## src/rtl/packet_verifier36.sv

```systemverilog
`default_nettype none
// ============================================================================
// Module   : packet_verifier36
// Brief    : 36-bit FIFO packet checker with per-channel sequence tracking,
//            length/checksum checks and saturating error counters.
//            Optional random stall: define PACKET_VERIFIER36_BACKPRESSURE_EN.
// Revision : 1.0 - initial release
// ============================================================================
module packet_verifier36 #(
    parameter int NUM_CHAN  = 4,
    parameter int CNT_WIDTH = 32
) (
    input  logic                 clk,
    input  logic                 reset,
    input  logic                 clear,
    input  logic [35:0]          data_i,
    input  logic                 src_rdy_i,
    output logic                 dst_rdy_o,
    output logic [CNT_WIDTH-1:0] total,
    output logic [CNT_WIDTH-1:0] crc_err,
    output logic [CNT_WIDTH-1:0] seq_err,
    output logic [CNT_WIDTH-1:0] len_err
);

    typedef enum logic [0:0] {
        ST_IDLE = 1'b0,
        ST_BODY = 1'b1
    } state_t;

    state_t state, state_nxt;

    logic        rst_all;
    logic        rdy;
    logic        accept;
    logic [31:0] word;
    logic        sof, eof;
    logic [1:0]  occ;

    logic [3:0]  hdr_chan;
    logic [11:0] hdr_len;
    logic [15:0] hdr_seq;
    logic [31:0] csum;
    logic [11:0] wcnt;

    logic [NUM_CHAN-1:0] valid_q;
    logic [15:0]         exp_q [NUM_CHAN];

    logic        chan_legal;
    logic        valid_sel;
    logic [15:0] exp_sel;
    logic        len_bad, crc_bad, seq_bad;

    logic [1:0]  inc_total, inc_len;
    logic        inc_crc, inc_seq;
    logic        load_hdr, body_word, exp_upd;

    assign rst_all   = reset || clear;
    assign word      = data_i[31:0];
    assign sof       = data_i[32];
    assign eof       = data_i[33];
    assign occ       = data_i[35:34];
    assign dst_rdy_o = rdy;
    assign accept    = src_rdy_i && rdy && !clear;

`ifdef PACKET_VERIFIER36_BACKPRESSURE_EN
    localparam logic [15:0] LFSR_SEED = 16'hACE1;

    logic [15:0] lfsr, lfsr_nxt;

    // Fibonacci form, taps 16/14/13/11
    assign lfsr_nxt = {lfsr[14:0], lfsr[15] ^ lfsr[13] ^ lfsr[12] ^ lfsr[10]};

    always_ff @(posedge clk) begin
        if (rst_all) begin
            lfsr <= LFSR_SEED;
            rdy  <= 1'b0;
        end else begin
            lfsr <= lfsr_nxt;
            rdy  <= (lfsr_nxt[1:0] != 2'b00);
        end
    end
`else
    always_ff @(posedge clk) begin
        if (rst_all) begin
            rdy <= 1'b0;
        end else begin
            rdy <= 1'b1;
        end
    end
`endif

    always_comb begin
        valid_sel = 1'b0;
        exp_sel   = 16'h0000;
        for (int i = 0; i < NUM_CHAN; i++) begin
            if (hdr_chan == 4'(i)) begin
                valid_sel = valid_q[i];
                exp_sel   = exp_q[i];
            end
        end
    end

    assign chan_legal = ({1'b0, hdr_chan} < 5'(NUM_CHAN));
    // wcnt saturates at 4095, so wcnt+1 is evaluated in 13 bits to never alias a legal len
    assign len_bad    = (({1'b0, wcnt} + 13'd1) != {1'b0, hdr_len}) || (occ != 2'b00);
    assign crc_bad    = (word != csum);
    assign seq_bad    = !chan_legal || (valid_sel && (hdr_seq != exp_sel));

    always_ff @(posedge clk) begin
        if (rst_all) begin
            state <= ST_IDLE;
        end else begin
            state <= state_nxt;
        end
    end

    always_comb begin
        state_nxt = state;
        inc_total = 2'd0;
        inc_len   = 2'd0;
        inc_crc   = 1'b0;
        inc_seq   = 1'b0;
        load_hdr  = 1'b0;
        body_word = 1'b0;
        exp_upd   = 1'b0;
        if (accept) begin
            case (state)
                ST_IDLE: begin
                    if (sof && eof) begin
                        inc_total = 2'd1;
                        inc_len   = 2'd1;
                    end else if (sof) begin
                        load_hdr  = 1'b1;
                        state_nxt = ST_BODY;
                    end
                end
                ST_BODY: begin
                    if (sof) begin
                        // Abort the open packet, then treat the word as a fresh SOF
                        if (eof) begin
                            inc_total = 2'd2;
                            inc_len   = 2'd2;
                            state_nxt = ST_IDLE;
                        end else begin
                            inc_total = 2'd1;
                            inc_len   = 2'd1;
                            load_hdr  = 1'b1;
                        end
                    end else if (eof) begin
                        inc_total = 2'd1;
                        inc_len   = {1'b0, len_bad};
                        inc_crc   = crc_bad;
                        inc_seq   = seq_bad;
                        exp_upd   = chan_legal;
                        state_nxt = ST_IDLE;
                    end else begin
                        body_word = 1'b1;
                    end
                end
                default: state_nxt = ST_IDLE;
            endcase
        end
    end

    function automatic logic [CNT_WIDTH-1:0] sat_add(input logic [CNT_WIDTH-1:0] cnt,
                                                     input logic [1:0] inc);
        logic [CNT_WIDTH:0] sum;
        sum = {1'b0, cnt} + {{(CNT_WIDTH-1){1'b0}}, inc};
        return sum[CNT_WIDTH] ? {CNT_WIDTH{1'b1}} : sum[CNT_WIDTH-1:0];
    endfunction

    always_ff @(posedge clk) begin
        if (rst_all) begin
            hdr_chan <= 4'h0;
            hdr_len  <= 12'h000;
            hdr_seq  <= 16'h0000;
            csum     <= 32'h0;
            wcnt     <= 12'h000;
            valid_q  <= '0;
            for (int i = 0; i < NUM_CHAN; i++) begin
                exp_q[i] <= 16'h0000;
            end
            total    <= '0;
            crc_err  <= '0;
            seq_err  <= '0;
            len_err  <= '0;
        end else begin
            if (load_hdr) begin
                hdr_chan <= word[31:28];
                hdr_len  <= word[27:16];
                hdr_seq  <= word[15:0];
                csum     <= word;
                wcnt     <= 12'd1;
            end else if (body_word) begin
                csum <= csum ^ word;
                wcnt <= (wcnt == 12'hFFF) ? wcnt : wcnt + 12'd1;
            end
            if (exp_upd) begin
                for (int i = 0; i < NUM_CHAN; i++) begin
                    if (hdr_chan == 4'(i)) begin
                        exp_q[i]   <= hdr_seq + 16'd1;
                        valid_q[i] <= 1'b1;
                    end
                end
            end
            total   <= sat_add(total, inc_total);
            len_err <= sat_add(len_err, inc_len);
            crc_err <= sat_add(crc_err, {1'b0, inc_crc});
            seq_err <= sat_add(seq_err, {1'b0, inc_seq});
        end
    end

endmodule
`default_nettype wire

```

## config.mk

```make
export PLATFORM = sky130hd
export DESIGN_NAME = packet_verifier36
export DESIGN_NICKNAME = d
export VERILOG_FILES = /design/src/rtl/packet_verifier36.sv
export SDC_FILE = /design/constraint.sdc
export NUM_CORES = 1
export LEC_CHECK = 0
export BUFFER_PORTS_ARGS = -buffer_cell sky130_fd_sc_hd__buf_4
export CORE_MARGIN = 5
export CORE_UTILIZATION = 40
export DETAILED_ROUTE_END_ITERATION = 6
export PLACE_DENSITY = 0.66
export SETUP_SLACK_MARGIN = 0.15
export SYNTH_ARGS = -nofsm -noshare
export SYNTH_HDL_FRONTEND = slang
export SYNTH_SLANG_ARGS = --single-unit
```

## constraint.sdc

```tcl
create_clock -name clk -period 11.9 [get_ports clk]
set_input_delay 2.38 -clock clk [delete_from_list [all_inputs] [get_ports clk]]
set_output_delay 2.38 -clock clk [all_outputs]
set_load 0.05 [all_outputs]
```

Word-level counts from Yosys, hierarchy flattened
Memory sizes are Yosys's and may differ from the RTL's.
Index checks and enable logic that the tools add are counted.
{"block": "word_totals", "ff_bits": 210, "latch_bits": 0, "mem_bits_rw": 64, "mem_bits_ro": 0, "out_inout_bits": 129, "word_cells": 131, "mem_count": 1}
{"name": "exp_q", "depth": 4, "width": 16, "rd": 4, "rd_ports_with_merged_regs": 0, "wr": 4, "line": "46", "source": "logic [15:0] exp_q [NUM_CHAN];"}
{"block": "op_classes", "n_addsub": 7, "multipliers": 0, "div_mod_pow": 0, "order_cmp": 1, "eq_ne": 8, "n_shift": 0, "n_mux": 72, "n_bitwise": 7, "reduce_logical": 19}
{"op": "$mux 32", "count": 6}
{"op": "$mux 16", "count": 8}
{"op": "$add 32x1->33", "count": 2}
{"op": "$add 32x2->33", "count": 2}
{"op": "$mux 1", "count": 49}
{"op": "$ne 32x32->1", "count": 1}
{"op": "$xor 32x32->32", "count": 1}
{"op": "$add 16x1->16 const B", "count": 1}
{"op": "$ne 16x16->1", "count": 1}
{"op": "$add 12x1->13 const B", "count": 1}
{"op": "$ne 13x12->1", "count": 1}
{"op": "$add 12x1->12 const B", "count": 1}
{"op": "$eq 12x12->1 const B", "count": 1}
{"op": "$reduce_and 2->1", "count": 6}
{"op": "$mux 2", "count": 5}
{"op": "$eq 4x2->1 const B", "count": 2}
{"op": "$pmux 2 s2", "count": 2}
{"op": "$eq 4x1->1 const B", "count": 1}
{"op": "$logic_and 1x1->1", "count": 4}
{"op": "$logic_not 4->1", "count": 1}
{"op": "$lt 4x3->1 const B", "count": 1}
{"op": "$or 1x1->1", "count": 4}
{"op": "$pmux 1 s2", "count": 2}
{"op": "$reduce_bool 2->1", "count": 2}
{"op": "other kinds (5)", "count": 9}

Depth between registers and ports, before layout
{"block": "depth", "ltp_word": 14, "mapped_depth": 18, "ltp_nobuf": 16}

Worst setup path after synthesis
No wires, ideal clock.
{"block": "synth_timing", "path_kind": "input to register", "from": "input data_i[35]", "to": "register len_err[18]", "arrival_time_ps": 5043, "setup_slack_ps": 6725, "path_stages": 17, "path_buffers": 2, "path_cell_list": "nor2_1 o211ai_1 nor4_1 o2111ai_1 a2111oi_0 a21oi_1 ha_1 inv_1 fa_1 and3b_1 and4_1 nand2b_1 nor2_1 nand3_1 buf_2 buf_2 a21oi_1"}
{"block": "synth_via", "elab_chain_len": 8}
{"element": "from (decl)", "line": "16", "source": "input logic [35:0] data_i,"}
{"element": "$reduce_bool 2->1", "line": "105", "source": "assign len_bad = (({1'b0, wcnt} + 13'd1) != {1'b0, hdr_len}) || (occ != 2'b00);"}
{"element": "$logic_or 1x1->1", "line": "105"}
{"element": "$mux 1", "line": "149", "source": "end else if (eof) begin"}
{"element": "$mux 2", "line": "138", "source": "if (sof) begin"}
{"element": "$pmux 2 s2", "line": "127", "source": "case (state)"}
{"element": "$mux 2", "line": "126", "source": "if (accept) begin"}
{"element": "$add 32x2->33", "line": "168", "source": "sum = {1'b0, cnt} + {{(CNT_WIDTH-1){1'b0}}, inc};"}
{"element": "$mux 32", "line": "169", "source": "return sum[CNT_WIDTH] ? {CNT_WIDTH{1'b1}} : sum[CNT_WIDTH-1:0];"}
{"element": "to (signal assigned)", "line": "207", "source": "len_err <= sat_add(len_err, inc_len);"}
{"element": "to (decl)", "line": "22", "source": "output logic [CNT_WIDTH-1:0] len_err"}
No other way between the ends.
A chain may end at the register's enable or synchronous reset.

Final worst setup path
{"block": "layout_timing", "from": "input clear", "to": "register seq_err[0]"}
{"block": "layout_via", "elab_chain_len": 5, "elab_cells_between_ends": 6}
{"element": "from (decl)", "line": "15", "source": "input logic clear,"}
{"element": "$logic_not 1->1", "line": "63", "source": "assign accept = src_rdy_i && rdy && !clear;"}
{"element": "$logic_and 1x1->1", "line": "63"}
{"element": "$mux 1", "line": "126"}
{"element": "$add 32x1->33", "line": "168"}
{"element": "$mux 32", "line": "169"}
{"element": "to (signal assigned)", "line": "209", "source": "seq_err <= sat_add(seq_err, {1'b0, inc_seq});"}
{"element": "to (decl)", "line": "21", "source": "output logic [CNT_WIDTH-1:0] seq_err,"}
Parallel ways exist; a longest one is shown, timed or not.

==> flow_metrics.tcl <==
set metrics [dict create \
    start_util_pct 40.7 \
    power_leakage_nw 5.72 \
    synth_cell_types 66 \
    cp.required_ns 12.31 \
    grtUsageTotal_pct 18.1 \
    gp_congestion 0.853 \
    critical_path_buf_inv_count 1 \
    synth_fp_nets 1511 \
    dpl_cell_area_mm2 0.0148 \
    dieArea_mm2 0.0369 \
    holdBufCountCts 0 \
    dr.first_iter.drc_count 639 \
    cts_buffer_depth 3 \
    n_fill_cell 3055 \
    cap_violations 0 \
    grt_pass1_vias 10574 \
    cts_setup_buffers 0 \
    post-synth-top-count-cell "dfxtp_1" \
    io-pin-count 169 \
    async_flop_share_pct 0 \
    crit_start "clear" \
    drt-wirelength-per-cell_um 16.8 \
    drc 0 \
    grt_max_degree 94 \
    finalMaxSlewViolations 0 \
    cp_slowest_cell "nor3_1" \
    synth_top_flop_cell "dfxtp_1" \
    crit_path_max_fanout 25 \
    clock_latency_ns 0.50 \
    finalSetupViolCount 0 \
    worst_slack_ns 5.83 \
    status "finished, final reports clean" \
    die_w_um 192 \
    clock-sinks 274 \
    dp_slack_ns 5.32 \
    cp-end-kind "flip-flop" \
    crit_family "simple AND/OR/NAND/NOR gates" \
    vias 11060 \
    setup_tns_ns 0 \
    synth_warnings 0 \
    grt_first_pass_wirelength_um 55100 \
    r2r-start "wcnt[0]" \
    netlist_area_mm2 0.0133 \
    synth_edf_count 64 \
    synth_area_leaders "dfxtp_1 (32%), edfxtp_1 (14%), a21oi_1 (6.2%), xnor2_1 (6.0%), xor2_1 (5.5%)" \
    syn_inst 1456 \
    cts_resized 0 \
    path_cells "buf_4 -> nand3b_1 -> nor3_1 -> o21ai_0 -> a31oi_1 -> ha_1 -> nand2_1 -> or3_4 -> nor4_4 -> nand4_2 -> a21oi_1" \
    viasPerCell 5.40 \
    coreArea_mm2 0.0326 \
    fmax_ghz 0.165 \
    yosysTopAreaCellShare_pct 31.7 \
    tightest_slew_ns 1.16 \
    cp_data_arrival_time_ns 6.48 \
    synth-seq-cells 274 \
    fin_crit_sh_pct 51.0 \
    io_buffers 168 \
    cts_buffers 34 \
    crit_type "in2reg" \
    totalWireLength_um 34500 \
    min_period_ns 6.07 \
    startpoint_type "input pin" \
    postRouteAntennaNets 0 \
    synth.yosys.seq_area_share_pct 46.2 \
    rsz0062_at_grt "no" \
    fin_hold_ws_ns 0.448 \
    seqCellArea_mm2 0.00613 \
    synth_common_cells "dfxtp_1 (210), a21oi_1 (164), nand2_1 (157)" \
    hold_violations 0 \
    area_growth_pct 19.6 \
    final_nets 1634 \
    fin_worst_skew_ns 0.0142 \
    row_count 66 \
    multi_input_area_mm2 0.00668 \
    cts_tree "yes" \
    overflow 0 \
    antenna_found_initial 1 \
    drive_above_1_share_pct 17.1 \
    clk_pin_slew_ns 0.06 \
    powerDensity_mw_per_mm2 127 \
    hold_class "reg2reg" \
    root_buffer "clkbuf_16" \
    hold_start "valid_q[2]" \
    ir_drop_mv 0.0916 \
    place_hpwl_um 23000 \
    h-tree-depth 2 \
    maxSlewHeadroom_pct 22.5 \
    dr.pass1.iters 5 \
    post-route-util_pct 48.6 \
    die_h_um 192 \
    max_stage_delay_ns 0.75 \
    yosysTopAreaCell "dfxtp_1" \
    stdcell_area_mm2 0.0159 \
    syn-mean-instance-area_um2 9.11 \
]
[power breakdown]
part	internal (mW)	leakage (nW)	total (mW)	switching [mW]
Combinational	0.0229	2.76	0.0630	0.0401
Clock	0.602	0.554	0.996	0.394
Sequential	0.960	2.40	0.964	0.00322
Total	1.59	5.72	2.02	0.437
[state kept, by name, summed over array words and instances, names as in the netlist]
name,flops
valid_q,4
hdr_len,12
len_err,32
hdr_chan,4
hdr_seq,16
dst_rdy_o,1
seq_err,32
crc_err,32
exp_q,64
csum,32
total,32
state,1
wcnt,12
[cell type report]
type / instances / area share, %
diodes: 2 / 0.0315
clock buffers: 50 / 6.51
clock inverters: 11 / 0.402
inverters: 25 / 0.591
multi-input cells: 1069 / 42.1
flip-flops and latches: 274 / 38.6
well taps: 442 / 3.49
repair buffers: 175 / 8.28
[cells by family after synthesis]
kind of cell / count (synthesis) / synth area share [%]
AO/OA/AOI/OAI: 298 / 12.9
XOR/XNOR: 175 / 11.6
adder cells (fa/ha/maj): 15 / 1.53
buffers and inverters: 113 / 3.64
flip-flops: 274 / 46.2
multiplexers: 22 / 3.26
AND/OR/NAND/NOR: 559 / 21.0
[path summary, 6_finish.rpt]
check / slack (ns) / to / depth (start not counted)
min: 0.45 / valid_q[2] / 2
max: 5.83 / seq_err[0] / 11
min reg2reg: 0.45 / valid_q[2] / 2
max reg2reg: 6.51 / len_err[13] / 16
[layer usage]
| metal | routed length, um | GRT usage [%] | vias to the layer above |
|---|---|---|---|
| met5 | 0 | 0 | - |
| met3 | 2590 | 4.93 | 67 |
| li1 | - | - | 5383 |
| met2 | 15700 | 28.8 | 316 |
| met1 | 15500 | 24.7 | 5294 |
| met4 | 728 | 4.22 | 0 |
[layout by cell type (no fill, tap or decap), types with 39 or more instances in the layout]
| cell | count |
|---|---|
| a21oi_1 | 164 |
| buf_4 | 175 |
| dfxtp_1 | 210 |
| edfxtp_1 | 64 |
| nand2_1 | 156 |
| nand3_1 | 62 |
| nand4_1 | 39 |
| nor2_1 | 146 |
| o21ai_0 | 57 |
| xnor2_1 | 91 |
| xor2_1 | 84 |
[per-stage QoR]
| stage | instances | power [mW] |
|---|---|---|
| final | 2048 | 2.02 |
| after global routing | 2047 | 2.10 |
| after CTS | 2046 | 2.04 |
| after detailed placement | 1985 | 1.05 |
| after global placement | 1985 | 1.05 |
| after floorplan | 1456 | 1.02 |
[tightest hold or removal path: cells and delay by family, from the launching register on]
kind	cells	cell delay, ns
flip-flops	1	0.31
AND/OR/NAND/NOR	2	0.09
(Power assumes the default switching activity.)
